### src/rtl/mem_pkg.sv
// Shared types for the memory responder: FSM states, bus op codes, default geometry.
package mem_pkg;
  localparam int DEF_DATA_W = 8;
  localparam int DEF_ADDR_W = 12;
  localparam int DEF_DEPTH  = 256;
  localparam int CNT_W      = 4;

  typedef enum logic [1:0] {
    IDLE = 2'd0,
    WAIT = 2'd1,
    RESP = 2'd2
  } state_t;

  typedef enum logic {
    OP_RD = 1'b0,
    OP_WR = 1'b1
  } op_t;

  // Value loaded into the wait counter at acceptance (only used when wait > 0).
  function automatic logic [CNT_W-1:0] wait_load(input int unsigned wait_cycles);
    return CNT_W'(wait_cycles - 1);
  endfunction
endpackage

### src/rtl/mem_array.sv
// Single-port storage: synchronous write, synchronous registered read (read port resets to 0).
module mem_array #(
  parameter int DATA_W = 8,
  parameter int DEPTH  = 256,
  parameter int IDX_W  = $clog2(DEPTH)
) (
  input  logic              clk,
  input  logic              rst,
  input  logic              we,
  input  logic              re,
  input  logic [IDX_W-1:0]  idx,
  input  logic [DATA_W-1:0] wdata,
  output logic [DATA_W-1:0] rdata
);
  logic [DATA_W-1:0] store [DEPTH];

  // Contents intentionally have no reset; only the read register does.
  always_ff @(posedge clk) begin
    if (we) store[idx] <= wdata;
  end

  always_ff @(posedge clk or posedge rst) begin
    if (rst)     rdata <= '0;
    else if (re) rdata <= store[idx];
  end
endmodule

### src/rtl/mem_responder.sv
// Memory responder for the accumulator CPU strobe bus: IDLE/WAIT/RESP FSM, wait states, memReady pulse.
// Optional preload port enabled by defining MEM_LOADER_EN.
module mem_responder
  import mem_pkg::*;
#(
  parameter int DATA_W      = DEF_DATA_W,
  parameter int ADDR_W      = DEF_ADDR_W,
  parameter int DEPTH       = DEF_DEPTH,
  parameter int WAIT_CYCLES = 0
) (
  input  logic              clk,
  input  logic              rst,
  input  logic              memRead,
  input  logic              memWrite,
  input  logic [ADDR_W-1:0] address,
  input  logic [DATA_W-1:0] writeData,
  output logic [DATA_W-1:0] readData,
  output logic              memReady,
  output logic              memBusy
`ifdef MEM_LOADER_EN
  ,
  input  logic              loadEn,
  input  logic [DATA_W-1:0] loadData
`endif
);
  localparam int IDX_W = $clog2(DEPTH);

  state_t            state;
  logic [CNT_W-1:0]  cnt;
  logic [IDX_W-1:0]  idx_q;
  logic [DATA_W-1:0] wd_q;
  op_t               op_q;
  logic              busy_q;
  logic              ready_q;

  logic              load_act;
  logic              load_gate;
  logic [IDX_W-1:0]  ptr;
  logic [DATA_W-1:0] ld_dat;

  logic              req;
  logic              accept;
  logic              commit;
  op_t               op_in;
  op_t               cur_op;
  logic [IDX_W-1:0]  cur_idx;
  logic [DATA_W-1:0] cur_wd;

  logic              arr_we;
  logic              arr_re;
  logic [IDX_W-1:0]  arr_idx;
  logic [DATA_W-1:0] arr_wd;

`ifdef MEM_LOADER_EN
  // Loading waits for IDLE so an in-flight transaction finishes first.
  assign load_gate = loadEn;
  assign load_act  = loadEn && (state == IDLE);
  assign ld_dat    = loadData;

  always_ff @(posedge clk or posedge rst) begin
    if (rst)           ptr <= '0;
    else if (!loadEn)  ptr <= '0;
    else if (load_act) ptr <= ptr + 1'b1;
  end

  assign memBusy = busy_q | loadEn;
`else
  assign load_gate = 1'b0;
  assign load_act  = 1'b0;
  assign ld_dat    = '0;
  assign ptr       = '0;
  assign memBusy   = busy_q;
`endif

  generate
    if (IDX_W < ADDR_W) begin : g_addr_hi
      logic unused_addr_hi;
      assign unused_addr_hi = ^address[ADDR_W-1:IDX_W];
    end
  endgenerate

  assign req    = memRead | memWrite;
  assign op_in  = memWrite ? OP_WR : OP_RD;
  assign accept = (state == IDLE) && req && !load_gate;
  assign commit = (accept && (WAIT_CYCLES == 0)) || ((state == WAIT) && (cnt == '0));

  // With zero wait states the commit edge is the acceptance edge, so live bus values feed the array.
  always_comb begin
    cur_idx = idx_q;
    cur_wd  = wd_q;
    cur_op  = op_q;
    if (state == IDLE) begin
      cur_idx = address[IDX_W-1:0];
      cur_wd  = writeData;
      cur_op  = op_in;
    end
  end

  always_comb begin
    arr_we  = commit && (cur_op == OP_WR);
    arr_re  = commit && (cur_op == OP_RD);
    arr_idx = cur_idx;
    arr_wd  = cur_wd;
    if (load_act) begin
      arr_we  = 1'b1;
      arr_re  = 1'b0;
      arr_idx = ptr;
      arr_wd  = ld_dat;
    end
  end

  always_ff @(posedge clk or posedge rst) begin
    if (rst) begin
      state   <= IDLE;
      cnt     <= '0;
      idx_q   <= '0;
      wd_q    <= '0;
      op_q    <= OP_RD;
      busy_q  <= 1'b0;
      ready_q <= 1'b0;
    end else begin
      ready_q <= 1'b0;
      case (state)
        IDLE: begin
          if (accept) begin
            idx_q  <= address[IDX_W-1:0];
            wd_q   <= writeData;
            op_q   <= op_in;
            busy_q <= 1'b1;
            if (WAIT_CYCLES == 0) begin
              state   <= RESP;
              ready_q <= 1'b1;
            end else begin
              state <= WAIT;
              cnt   <= wait_load(WAIT_CYCLES);
            end
          end
        end
        WAIT: begin
          if (cnt == '0) begin
            state   <= RESP;
            ready_q <= 1'b1;
          end else begin
            cnt <= cnt - 1'b1;
          end
        end
        RESP: begin
          state  <= IDLE;
          busy_q <= 1'b0;
        end
        default: begin
          state  <= IDLE;
          busy_q <= 1'b0;
        end
      endcase
    end
  end

  assign memReady = ready_q;

  mem_array #(
    .DATA_W (DATA_W),
    .DEPTH  (DEPTH),
    .IDX_W  (IDX_W)
  ) u_array (
    .clk   (clk),
    .rst   (rst),
    .we    (arr_we),
    .re    (arr_re),
    .idx   (arr_idx),
    .wdata (arr_wd),
    .rdata (readData)
  );
endmodule

### config.mk
export PLATFORM = sky130hd
export DESIGN_NAME = mem_responder
export DESIGN_NICKNAME = d
export VERILOG_FILES = /design/src/rtl/mem_pkg.sv /design/src/rtl/mem_array.sv /design/src/rtl/mem_responder.sv
export SDC_FILE = /design/constraint.sdc
export NUM_CORES = 2
export LEC_CHECK = 0
export CAP_MARGIN = 5
export CORE_ASPECT_RATIO = 1.25
export CORE_MARGIN = 1
export CORE_UTILIZATION = 50
export CTS_CLUSTER_DIAMETER = 50
export DETAILED_ROUTE_END_ITERATION = 10
export GPL_ROUTABILITY_DRIVEN = 0
export MAX_ROUTING_LAYER = met4
export PLACE_DENSITY = 0.65
export SLEW_MARGIN = 30
export SYNTH_ARGS = -nofsm -noshare
export SYNTH_HDL_FRONTEND = slang
export SYNTH_SLANG_ARGS = --single-unit
### constraint.sdc
create_clock -name clk -period 9.1 [get_ports clk]
set_input_delay 0.91 -clock clk [delete_from_list [all_inputs] [get_ports clk]]
set_output_delay 0.91 -clock clk [all_outputs]
set_load 0.01 [all_outputs]
==> results_dict.tcl <==
set metrics [dict create \
    grt_pass1_wl_um 327000 \
    crit_family "compound AO/OA/AOI/OAI gates" \
    cts_hold_buf 0 \
    avgSynthCellArea_sq_um 19.2 \
    grt_start_max_net_pins 157 \
    die_h_um 452 \
    hold_viol 0 \
    cts-buffers-inserted 192 \
    via_per_inst 6.55 \
    leakagePower_nw 28.1 \
    cts_tree "yes" \
    post_cts_buffers 0 \
    cp_slowest_stage_delay_ns 0.81 \
    htreeDepth 4 \
    synth_edf_count 2048 \
    ys_seq_area_frac 0.769 \
    setup_tns_ns 0 \
    path_cells "buf_4, mux2_8, buf_4, nor2_2, buf_4, a32oi_1, a31oi_1, o211ai_1, a2111oi_0, a31oi_1" \
    ioPinCount 34 \
    ys_types 62 \
    cp.required_ns 9.77 \
    p_per_area_nw_per_um2 243 \
    portBuffers 29 \
    hold_slack_ns 0.503 \
    cts.clk_slew.worst_paths_ns 0.07 \
    tightest_slew_ns 1.19 \
    dr.first_iter.drc_count 6375 \
    peakVddDrop_mv 0.187 \
    synthesis.area_sq_um 80900 \
    vias 43331 \
    final_cell_mix "edfxtp_1 (2048), mux4_2 (395), nand2_1 (374)" \
    area_growth_pct 11.4 \
    rows 164 \
    grt_pass1_vias 41958 \
    layout-drive-gt1-share 0.189 \
    wirelength_um 235000 \
    cts_resized 0 \
    clkLatencyLatePin_ns 0.85 \
    clockBufferDepth 3 \
    layout.core_utilization 0.562 \
    ys_seq_elements 2074 \
    wl_per_cell_um 35.5 \
    skew_ns 0.0301 \
    setup_viol 0 \
    cp_common_cell "buf_4" \
    fin_nets 4316 \
    start_kind "flip-flop" \
    cts_root_buffer "clkbuf_16" \
    core_sq_um 160000 \
    post-dp-hpwl_um 145000 \
    cp_slowest_cell "dfrtp_2" \
    cp.buffers_inverters 3 \
    power_mw 21.9 \
    post-route-min-period_ns 5.73 \
    grt_setup_unrepaired "no" \
    slew_headroom 0.207 \
    cts.sinks 2074 \
    crit_type "flip-flop to flip-flop" \
    async_flop_share 0.0125 \
    syn-num-nets 4232 \
    final_common_cell "edfxtp_1" \
    drv_cap 0 \
    initial_utilization 0.504 \
    syn_inst 4208 \
    timing.final.crit_share 0.630 \
    die_w_um 362 \
    outcome "finished clean" \
    worstPathMaxFanout 74 \
    worstPathArrival_ns 6.40 \
    grt_use_total 0.298 \
    synth_ff_type "edfxtp_1" \
    hold_class "input pin to asynchronous set/reset pin" \
    fmax_ghz 0.175 \
    antenna_left 0 \
    die-area_sq_um 163000 \
    first_pass_iters 8 \
    antenna_found_initial 7 \
    ys_warn_count 0 \
    slew_viol_final 0 \
    grt_overflow_total 0 \
    end_kind "flip-flop" \
    drc 0 \
]
## per-layer routing
layer  wire length [um]  vias up  track usage
met5                  0        -            -
met4              15900        0        0.175
met3              25100      613       0.0732
met2             112000     2718        0.452
met1              82100    22643        0.364
li1                   -    17357            -
## metrics by stage
| stage | area [sq um] | std cells | setup WS [ns] |
|---|---|---|---|
| 6_report | 90000 | 6619 | 3.37 |
| 2_1_floorplan | 80900 | 4208 | 5.25 |
| 4_1_cts | 90000 | 6608 | 3.55 |
| 3_5_place_dp | 83900 | 6255 | 3.26 |
| 5_1_grt | 90000 | 6615 | 3.36 |
| 3_3_place_gp | 83800 | 6250 | 3.31 |
## cells by family (layout without fill, tap and decap cells)
kind of cell           after synthesis  count (layout)  synth area share
multiplexers                       548             548             0.129
other                                0              10                 0
AND/OR/NAND/NOR                    981             981            0.0532
buffers and inverters              257             500            0.0169
AO/OA/AOI/OAI                      348             348            0.0318
flip-flops                        2074            2074             0.769
## final cells by class
type,count,area [sq um]
clock buffers,231,5080
well taps,2158,2700
diodes,10,25.0
flip-flops and latches,2074,62200
inverters,3,11.3
fillers,11959,70200
clock inverters,122,1010
multi-input cells,1877,17700
repair buffers,144,1380
## path summary, 6_finish.rpt
path / startpoint / cells after the start / slack, ns / end
max reg2reg: state[1] / 10 / 3.37 / u_array.rdata[3]
max: state[1] / 10 / 3.37 / u_array.rdata[3]
min: rst / 3 / 0.50 / wd_q[5]
max in group asynchronous: rst / 3 / 8.17 / state[1]
min in group clk: wd_q[3] / 2 / 0.51 / wd_q[3]
min reg2reg: wd_q[3] / 2 / 0.51 / wd_q[3]
## worst reg2reg max path: stages (launching register included)
cell	delay, ns
dfrtp_2	0.81
buf_4	0.55
mux2_8	0.71
buf_4	0.52
nor2_2	0.52
buf_4	0.52
a32oi_1	0.24
a31oi_1	0.45
o211ai_1	0.27
a2111oi_0	0.80
a31oi_1	0.18
## cell usage after synthesis, drive strengths merged, types with 8 or more instances
cell type     n  area share
clkbuf      114      0.0053
nor4         10     0.00077
buf         140       0.011
edfxtp     2048        0.76
mux2         13      0.0019
a32oi        40      0.0043
a21oi        46      0.0028
nor3         11     0.00068
nor2        295       0.014
o21ai        14     0.00087
nand3       164       0.010
a31oi        23      0.0018
a222oi       13      0.0016
mux2i       140       0.017
nand3b        8     0.00074
mux4        395        0.11
and3         10     0.00077
nand2       377       0.018
dfrtp        26      0.0080
a22oi       107      0.0099
a211oi        9     0.00090
o22ai        34      0.0026
nand4        66      0.0051
a22o         12      0.0013
## state kept, by name, indices dropped and copies added (netlist names)
register / cells
state: 1
wd_q: 8
idx_q: 8
u_array.store: 2048
u_array.rdata: 8
memReady: 1
## power by group
part	total, mW	switching [mW]	internal [mW]
sequential	11.0	0.0745	10.9
clock	7.89	3.54	4.35
combinational	3.02	2.11	0.911
Power figures use the tool's default switching activity.
